[config.mk]
export PLATFORM = sky130hd
export DESIGN_NAME = vga_palette_lut_flat
export DESIGN_NICKNAME = d
export VERILOG_FILES = /design/src/rtl/vga_palette_lut_if.sv /design/src/rtl/vga_palette_lut.sv /design/src/flat_wrapper.sv
export SDC_FILE = /design/constraint.sdc
export NUM_CORES = 1
export LEC_CHECK = 0
export CAP_MARGIN = 10
export CORE_ASPECT_RATIO = 2
export CORE_MARGIN = 4
export CORE_UTILIZATION = 45
export DETAILED_ROUTE_END_ITERATION = 10
export PLACE_DENSITY_LB_ADDON = 0.12
export SLEW_MARGIN = 20
export SYNTH_ARGS = -nofsm -noshare
export SYNTH_HDL_FRONTEND = slang
export SYNTH_SLANG_ARGS = --single-unit
[constraint.sdc]
create_clock -name clk -period 5 [get_ports clk]
set_clock_uncertainty 0.1 [all_clocks]
set_input_delay 1.5 -clock clk [delete_from_list [all_inputs] [get_ports clk]]
set_output_delay 1.5 -clock clk [all_outputs]
set_load 0.01 [all_outputs]
[src/rtl/vga_palette_lut_if.sv]
// Palette write bus for vga_palette_lut: request, address, {red,green,blue} data and ready.
interface vga_palette_lut_if #(
   parameter int IDX_W = 4,
   parameter int CH_W  = 4
) ();
   logic                wr_en;
   logic [IDX_W-1:0]    wr_addr;
   logic [3*CH_W-1:0]   wr_data;
   logic                wr_ready;

   modport master (output wr_en, output wr_addr, output wr_data, input wr_ready);
   modport slave  (input wr_en, input wr_addr, input wr_data, output wr_ready);
endinterface

[src/rtl/vga_palette_lut.sv]
// Writable colour palette with a 2-stage pixel pipeline and self-initialising grey ramp.
// Optional readback port enabled by defining VGA_PALETTE_READBACK_EN.
module vga_palette_lut #(
   parameter int IDX_W     = 4,
   parameter int CH_W      = 4,
   parameter bit SYNC_IDLE = 1'b1
) (
   input  logic              clk,
   input  logic              reset,
   input  logic [IDX_W-1:0]  pix_idx,
   input  logic              pix_active,
   input  logic              hsync_in,
   input  logic              vsync_in,
   vga_palette_lut_if.slave  wr,
   output logic [CH_W-1:0]   red,
   output logic [CH_W-1:0]   green,
   output logic [CH_W-1:0]   blue,
   output logic              hsync_out,
   output logic              vsync_out,
   output logic              init_done
`ifdef VGA_PALETTE_READBACK_EN
   ,
   input  logic [IDX_W-1:0]  rd_addr,
   output logic [3*CH_W-1:0] rd_data
`endif
);

   localparam int DEPTH = 1 << IDX_W;
   localparam int ENT_W = 3 * CH_W;

   typedef enum logic {INIT, RUN} state_t;

   state_t             state;
   logic [IDX_W-1:0]   init_cnt;
   logic [ENT_W-1:0]   pal [DEPTH];

   logic [ENT_W-1:0]   rd1;
   logic               act1;
   logic               hs1;
   logic               vs1;

   // Grey ramp: the index is repeated MSB-first until the channel is full.
   function automatic logic [ENT_W-1:0] default_entry(input logic [IDX_W-1:0] i);
      logic [CH_W-1:0] ch;
      ch = '0;
      for (int b = 0; b < CH_W; b++) begin
         ch[CH_W-1-b] = i[IDX_W-1-(b % IDX_W)];
      end
      return {ch, ch, ch};
   endfunction

   always_ff @(posedge clk) begin
      if (reset) begin
         state       <= INIT;
         init_cnt    <= '0;
         init_done   <= 1'b0;
         wr.wr_ready <= 1'b0;
      end else if (state == INIT) begin
         if (init_cnt == IDX_W'(DEPTH-1)) begin
            state       <= RUN;
            init_done   <= 1'b1;
            wr.wr_ready <= 1'b1;
         end else begin
            init_cnt <= init_cnt + 1'b1;
         end
      end
   end

   // Initialisation owns the RAM until RUN; user writes are only possible once ready is high.
   always_ff @(posedge clk) begin
      if (!reset) begin
         if (state == INIT) begin
            pal[init_cnt] <= default_entry(init_cnt);
         end else if (wr.wr_en && wr.wr_ready) begin
            pal[wr.wr_addr] <= wr.wr_data;
         end
      end
   end

   // The RAM is read in stage 1 so a colliding write is seen only by later pixels.
   always_ff @(posedge clk) begin
      if (reset) begin
         rd1       <= '0;
         act1      <= 1'b0;
         hs1       <= SYNC_IDLE;
         vs1       <= SYNC_IDLE;
         red       <= '0;
         green     <= '0;
         blue      <= '0;
         hsync_out <= SYNC_IDLE;
         vsync_out <= SYNC_IDLE;
      end else begin
         rd1       <= pal[pix_idx];
         act1      <= pix_active && (state == RUN);
         hs1       <= hsync_in;
         vs1       <= vsync_in;
         {red, green, blue} <= act1 ? rd1 : '0;
         hsync_out <= hs1;
         vsync_out <= vs1;
      end
   end

`ifdef VGA_PALETTE_READBACK_EN
   always_ff @(posedge clk) begin
      if (reset) begin
         rd_data <= '0;
      end else begin
         rd_data <= (state == RUN) ? pal[rd_addr] : '0;
      end
   end
`endif

endmodule

[src/flat_wrapper.sv]
// flat-port wrapper written by rule: the top's interface ports become plain ports
module vga_palette_lut_flat 
#(
   parameter int IDX_W     = 4,
   parameter int CH_W      = 4,
   parameter bit SYNC_IDLE = 1'b1
)
  (clk, reset, pix_idx, pix_active, hsync_in, vsync_in, red, green, blue, hsync_out, vsync_out, init_done, wr_wr_en, wr_wr_addr, wr_wr_data, wr_wr_ready);
  vga_palette_lut_if #(.IDX_W(IDX_W), .CH_W(CH_W)) wr_i ();
  input  logic clk;
  input  logic reset;
  input  logic [IDX_W-1:0] pix_idx;
  input  logic pix_active;
  input  logic hsync_in;
  input  logic vsync_in;
  output logic [CH_W-1:0] red;
  output logic [CH_W-1:0] green;
  output logic [CH_W-1:0] blue;
  output logic hsync_out;
  output logic vsync_out;
  output logic init_done;
  input wire logic [$bits(wr_i.wr_en)-1:0] wr_wr_en;
  input wire logic [$bits(wr_i.wr_addr)-1:0] wr_wr_addr;
  input wire logic [$bits(wr_i.wr_data)-1:0] wr_wr_data;
  output wire logic [$bits(wr_i.wr_ready)-1:0] wr_wr_ready;
  assign wr_i.wr_en = wr_wr_en;
  assign wr_i.wr_addr = wr_wr_addr;
  assign wr_i.wr_data = wr_wr_data;
  assign wr_wr_ready = wr_i.wr_ready;
  vga_palette_lut #(.IDX_W(IDX_W), .CH_W(CH_W), .SYNC_IDLE(SYNC_IDLE)) u_core (.clk(clk), .reset(reset), .pix_idx(pix_idx), .pix_active(pix_active), .hsync_in(hsync_in), .vsync_in(vsync_in), .wr(wr_i), .red(red), .green(green), .blue(blue), .hsync_out(hsync_out), .vsync_out(vsync_out), .init_done(init_done));
endmodule
==> metrics.md, run 1 <==
| Metric | Value |
|---|---|
| Final HPWL DP | `13,800 µm` |
| Overall global routing resource usage | `18.6%` |
| Crit path kind | `input pin to flip-flop` |
| Finish-stage setup viols | `0` |
| Share of cells above drive strength 1 | `12.4%` |
| Post-CTS sizing | `0` |
| CP Capture Type | `flip-flop` |
| Rel. slew slack | `27.3%` |
| Initial core utilization | `45.4%` |
| Routed len/inst | `22.9 µm` |
| Total grt overflow | `0` |
| Tightest Pin Transition | `1.09 ns` |
| Bufs on Longest Clock Path | `3` |
| Die W | `107 µm` |
| CTS tree | `built` |
| Yosys reg bits | `227` |
| Routed length on met2 | `11,200 µm` |
| Overall Power | `4080 µW` |
| Clock sink count | `227` |
| Final Cycle Share | `79.7%` |
| TritonCTS Buffers | `20` |
| Site Rows | `72` |
| Fmax | `0.251 GHz` |
| Pins Over Slew Limit | `0` |
| Cell count after synthesis | `535` |
| Area Overhead vs Synth | `16.6%` |
| Die footprint | `0.0219 mm²` |
| Die Y | `205 µm` |
| CTS clk-pin slew, worst paths | `0.07 ns` |
| Peak supply drop | `0.461 mV` |
| Synth unique cells | `38` |
| Avg Cell Area, Syn | `16.4 µm²` |
| Crit path required time | `5.01 ns` |
| PwrDens | `400 mW/mm²` |
| Mapped cell area | `0.00876 mm²` |
| I/O pin total | `42` |
| RSZ-0062 raised after global routing | `false` |
| Status | `completed` |
| WP data arrival | `4.00 ns` |
| Vias/cell | `5.30` |
| Pleak | `0.00369 µW` |
| Clk root buf | `clkbuf_16` |
| Drt drc | `0` |
| Port Buffer Count | `41` |
| Postcts setup bufs | `0` |
| Synth warn | `0` |
| Pin count of the biggest net entering global routing | `39` |
| DR pass1 iterations | `5` |
| H-Tree Depth | `1` |
| Most frequent cells in the layout | `edfxtp_1, mux2i_1, nand2_1` |
| Most common cell after layout, fill and taps aside | `edfxtp_1` |
| Total core area | `0.0193 mm²` |
| Ant diodes | `0` |
| DR WL met3 | `911 µm` |
| Dpl cell area | `0.00945 mm²` |
| Finished Cell Area | `0.0102 mm²` |
| Clock Latency Late Sink | `0.49 ns` |
| Max Cap Violations | `0` |
| Detailed Route Iter0 Violations | `235` |
| Final hold violation count | `0` |
| Hold Crit Class | `flip-flop to flip-flop` |
| First-pass GRT wire length | `29,900 µm` |
| Hold_buf cts | `0` |
| Mapped Nets | `562` |
| DR top layer | `met4` |
| WL met1 | `7140 µm` |
| Sum Neg Setup Slack | `0 ns` |
| Vias | `4,594` |
| Setup crit start kind | `input pin` |
| Seq/Total Area, Yosys | `73.8%` |
| Min Tclk post-route | `3.98 ns` |
| Nets | `620` |
| Crit Path Max Fanout | `21` |
| Drt total wl | `19,900 µm` |
| Vias in the first global route | `4,879` |
| Gpl congestion | `0.839` |
| Min Hold Slack | `0.310 ns` |
| Fillcell total | `1,621` |
| Final ANT Viol Nets | `0` |
| Initial antenna violation count | `0` |
[metrics by stage]
step | std cells | utilization, % | worst slack [ns]
6_report | 866 | 53.0 | 1.02
5_1_grt | 866 | 53.0 | 0.847
4_1_cts | 866 | 53.0 | 1.02
3_5_place_dp | 830 | 49.0 | 0.499
3_3_place_gp | 830 | 49.0 | 0.589
2_1_floorplan | 535 | - | 1.70
[Yosys cell counts, drive strengths merged]
master  instances  area share, %
ha              1           0.14
nand2          45            1.9
xor2            2           0.20
a22oi          40            3.4
or2             5           0.36
and2           13           0.93
nor3            1          0.057
a31oi           5           0.36
nor2b           3           0.21
xnor2           1           0.10
dfxtp          35            8.0
nor2           24            1.0
nand2b          7           0.50
edfxtp        192             66
nand3          11           0.63
and4b           1           0.11
nand4b          2           0.20
nand4           2           0.14
mux2            1           0.13
a21oi           2           0.11
o211ai          1          0.086
inv             3           0.13
o21ai          12           0.69
a221oi          1           0.17
nor3b           3           0.26
a41oi           1           0.10
mux4            7            1.8
clkbuf          7           0.36
buf            22            2.3
and3            1          0.071
mux2i          84            9.6
[state kept, by name (all words and copies together) (netlist names), 4 cells and up]
register         flops
u_core.green         4
u_core.red           4
u_core.pal         192
u_core.rd1          12
u_core.blue          4
u_core.init_cnt      4
[worst max-delay path: stages]
cell,delay (ns)
clkdlybuf4s50_1,0.51
and4b_1,0.68
mux2_2,0.31
nand2_1,0.13
nor2_1,0.86
[final timing paths]
| check | from | endpoint | slack [ns] | depth (start not counted) |
|---|---|---|---|---|
| worst max register to register | u_core.state$_SDFF_PP0_ | u_core.pal[13][4]$_DFFE_PP_ | 2.04 | 4 |
| worst min-delay path | u_core.hs1$_SDFF_PP1_ | u_core.hsync_out$_SDFF_PP1_ | 0.31 | 1 |
| worst min register to register | u_core.hs1$_SDFF_PP1_ | u_core.hsync_out$_SDFF_PP1_ | 0.31 | 1 |
| worst max-delay path | wr_wr_en | u_core.pal[13][4]$_DFFE_PP_ | 1.02 | 5 |
[routing by layer]
layer	vias to the layer above	track usage, %
li1	2148	-
met4	0	6.68
met5	-	0
met3	37	2.79
met1	2275	20.1
met2	134	36.0
[where the power goes]
part | leakage, µW | switching [µW] | internal (µW) | total, µW
logic | 0.00125 | 140 | 79.9 | 220
registers | 0.00206 | 12.7 | 2100 | 2110
clock network | 0.000378 | 662 | 1090 | 1760
total | 0.00369 | 815 | 3270 | 4080
[area by class of cell]
cell class | count | area [µm²] | area share (%)
inverter | 3 | 11.3 | 0.110
sequential | 227 | 6470 | 63.3
clock inverter | 13 | 221 | 2.17
multi-input combinational | 276 | 2050 | 20.1
clock buffer | 23 | 543 | 5.32
tap | 259 | 324 | 3.17
timing repair buffer | 65 | 601 | 5.88
[cells by family (layout without fill, tap and decap cells)]
| family | after synthesis | in the layout | share of synthesized area [%] |
|---|---|---|---|
| simple gates | 118 | 118 | 6.43 |
| compound gates | 62 | 62 | 4.94 |
| xor+xnor | 3 | 3 | 0.300 |
| flops | 227 | 227 | 73.8 |
| fa+ha+maj | 1 | 1 | 0.143 |
| mux | 92 | 92 | 11.5 |
| buf+inv | 32 | 104 | 2.83 |
No activity file was read; power rests on OpenSTA's default activity.
==> run 2: changes to the inputs <==
Clock period 5 ns to 3.92 ns, I/O delays scaled along.
==> run 2 against run 1 <==
Net effect:
- register-to-register slack worse by 0.76 ns
- combinational power up 37%
- flip-flop and latch count unchanged
- clock power up 15%
- final cell count up 1.6%
- non-clock buffer count up 14
- hold slack better by 0.0095 ns
- sequential power up 27%
==> metrics.md, run 2 (synthesis results as in run 1) <==
| Metric | Value |
|---|---|
| Status | `completed` |
| Clock sink count | `227 (unchanged)` |
| Crit path to | `u_core.pal[14][5]$_DFFE_PP_` |
| Most frequent cells in the layout | `edfxtp_1, mux2i_1, nand2_1` |
| Finish-stage setup viols | `0 (unchanged)` |
| I/O pin total | `42 (unchanged)` |
| Ant diodes | `0 (unchanged)` |
| Clock Latency Late Sink | `0.49 ns (about the same)` |
| Most common cell after layout, fill and taps aside | `edfxtp_1` |
| Largest register FFs | `192 (unchanged)` |
| Dpl ws | `-0.0429 ns (-0.542 ns)` |
| Levels on crit path | `5 (unchanged)` |
| Crit path required time | `3.92 ns (-1.09 ns)` |
| CTS tree | `built` |
| Initial antenna violation count | `0 (unchanged)` |
| Die Y | `205 µm (unchanged)` |
| Share of cells above drive strength 1 | `14.3% (+2.0 points)` |
| Port Buffer Count | `41 (unchanged)` |
| CP Launch Point | `wr_wr_en` |
| Clk root buf | `clkbuf_16` |
| WP data arrival | `3.34 ns (-0.66 ns)` |
| Rel. slew slack | `29.2% (+1.8 points)` |
| Hold Crit Class | `flip-flop to flip-flop` |
| Routed len/inst | `22.8 µm (-0.68%)` |
| Pleak | `0.00372 µW (+0.67%)` |
| Largest reg by FF count | `u_core.pal` |
| RR Endpoint | `u_core.pal[14][5]$_DFFE_PP_` |
| Crit path max-delay family | `simple AND/OR/NAND/NOR gates` |
| Nets | `634 (+2.3%)` |
| Reg2reg path depth | `4 (unchanged)` |
| Pins Over Slew Limit | `0 (unchanged)` |
| RSZ-0062 raised after global routing | `false` |
| Post-CTS sizing | `0 (unchanged)` |
| Final hold violation count | `0 (unchanged)` |
| Area Overhead vs Synth | `17.3%` |
| Pin count of the biggest net entering global routing | `38 (-2.6%)` |
| Vias/cell | `5.36 (+1.1%)` |
| Final Cycle Share | `85.1%` |
| Area of the multi-input gates | `0.00206 mm² (+0.37%)` |
| Crit-path max cell delay | `0.84 ns (-0.02 ns)` |
| PwrDens | `488 mW/mm² (+22%)` |
| Vias in the first global route | `5,025 (+3.0%)` |
| Slowest CP cell | `nor2_1` |
| Drt total wl | `20,000 µm (+0.93%)` |
| Hold_buf cts | `0 (unchanged)` |
| TritonCTS Buffers | `20 (unchanged)` |
| Final HPWL DP | `14,000 µm (+2.0%)` |
| Largest regs | `u_core.pal (192), u_core.rd1 (12)` |
| Vias | `4,720 (+2.7%)` |
| Die footprint | `0.0219 mm² (unchanged)` |
| Peak supply drop | `0.314 mV (-32%)` |
| Setup crit start kind | `input pin` |
| Total core area | `0.0193 mm² (unchanged)` |
| Fillcell total | `1,632 (+0.68%)` |
| Gpl congestion | `0.896 (+6.8%)` |
| Worst path buffer plus inverter count | `1 (unchanged)` |
| Overall Power | `5020 µW (+23%)` |
| Core Util, Final | `53.3% (+0.28 points)` |
| Initial core utilization | `45.4% (unchanged)` |
| H-Tree Depth | `1 (unchanged)` |
| Setup slack, reg-to-reg | `1.28 ns (-0.76 ns)` |
| Worst Slack Setup Final | `0.584 ns (-0.432 ns)` |
| Crit path kind | `input pin to flip-flop` |
| Final ANT Viol Nets | `0 (unchanged)` |
| Sequential Area | `0.00647 mm² (unchanged)` |
| Worst r2r src | `u_core.state$_SDFF_PP0_` |
| DR pass1 iterations | `5 (unchanged)` |
| Max Cap Violations | `0 (unchanged)` |
| Postcts setup bufs | `0 (unchanged)` |
| Bufs on Longest Clock Path | `3 (unchanged)` |
| Total grt overflow | `0 (unchanged)` |
| CP Capture Type | `flip-flop` |
| Critical-path cell list | `clkdlybuf4s50_1 > and4b_1 > mux2_2 > nand2_1 > nor2_1` |
| First-pass GRT wire length | `30,300 µm (+1.2%)` |
| Drt drc | `0 (unchanged)` |
| Crit Path Max Fanout | `12 (-43%)` |
| Die W | `107 µm (unchanged)` |
| Fmax | `0.300 GHz` |
| Site Rows | `72 (unchanged)` |
| Tightest Pin Transition | `1.06 ns (-0.0274 ns)` |
| Detailed Route Iter0 Violations | `277 (+18%)` |
| Min Tclk post-route | `3.34 ns` |
| CTS clk-pin slew, worst paths | `0.06 ns (about the same)` |
| Overall global routing resource usage | `18.8% (+0.21 points)` |
## run 2: changes by cell type in the layout (fill, tap and decap cells not counted)
cell	delta
clkinv_4	+1
inv_6	-1
buf_12	+1
clkinv_2	-3
clkbuf_1	-1
buf_4	+13
nor2_1	-3
clkinv_1	+4
nor2_2	+3
bufinv_16	-3
clkinvlp_4	+3
## run 2: worst min path at each step
stage	cells after the start	start	slack [ns]	end
4_1_cts	1	u_core.hs1$_SDFF_PP1_	0.33	u_core.hsync_out$_SDFF_PP1_
5_1_grt	1	u_core.rd1[5]$_SDFF_PP0_	0.35	u_core.green[1]$_SDFF_PP0_
2_1_floorplan	1	u_core.hs1$_SDFF_PP1_	0.29	u_core.hsync_out$_SDFF_PP1_
3_5_place_dp	1	u_core.hs1$_SDFF_PP1_	0.30	u_core.hsync_out$_SDFF_PP1_
6_report	1	u_core.hs1$_SDFF_PP1_	0.32	u_core.hsync_out$_SDFF_PP1_
3_3_place_gp	1	u_core.hs1$_SDFF_PP1_	0.30	u_core.hsync_out$_SDFF_PP1_
## run 2: layer usage
| metal | track usage, % | up-vias | wire length, µm |
|---|---|---|---|
| met5 | 0 | - | 0 |
| met4 | 8.64 | 0 | 949 |
| met3 | 3.05 | 46 | 916 |
| met2 | 35.3 | 145 | 11200 |
| met1 | 20.3 | 2346 | 6990 |
| li1 | - | 2183 | - |
## run 2: power breakdown
| part | switching (µW) | internal (µW) | total, µW |
|---|---|---|---|
| logic | 184 | 117 | 301 |
| clock network | 832 | 1190 | 2030 |
| registers | 15.3 | 2670 | 2690 |
| total | 1030 | 3980 | 5020 |
## run 2: cell type report
class | count | share of cell area (%)
clock inverter | 14 | 1.50
clock buffer | 22 | 5.25
timing repair buffer | 79 | 6.99
multi-input combinational | 276 | 20.0
inverter | 3 | 0.110
tap | 259 | 3.16
sequential | 227 | 63.0
## run 2: per-stage QoR
| step | TNS (ns) | cells | hold slack, ns | area (µm²) |
|---|---|---|---|---|
| floorplan | 0 | 535 | 0.289 | 8760 |
| global placement | 0 | 844 | 0.303 | 9570 |
| detailed placement | -0.505 | 844 | 0.303 | 9570 |
| CTS | 0 | 880 | 0.325 | 10300 |
| global route | 0 | 880 | 0.351 | 10300 |
| finish | 0 | 880 | 0.319 | 10300 |
## run 2: worst register-to-register path: cells and delay by family, from the launching register on
kind | cells | cell delay, ns
muxes | 1 | 0.24
and+or+nand+nor | 3 | 1.44
DFF | 1 | 0.47
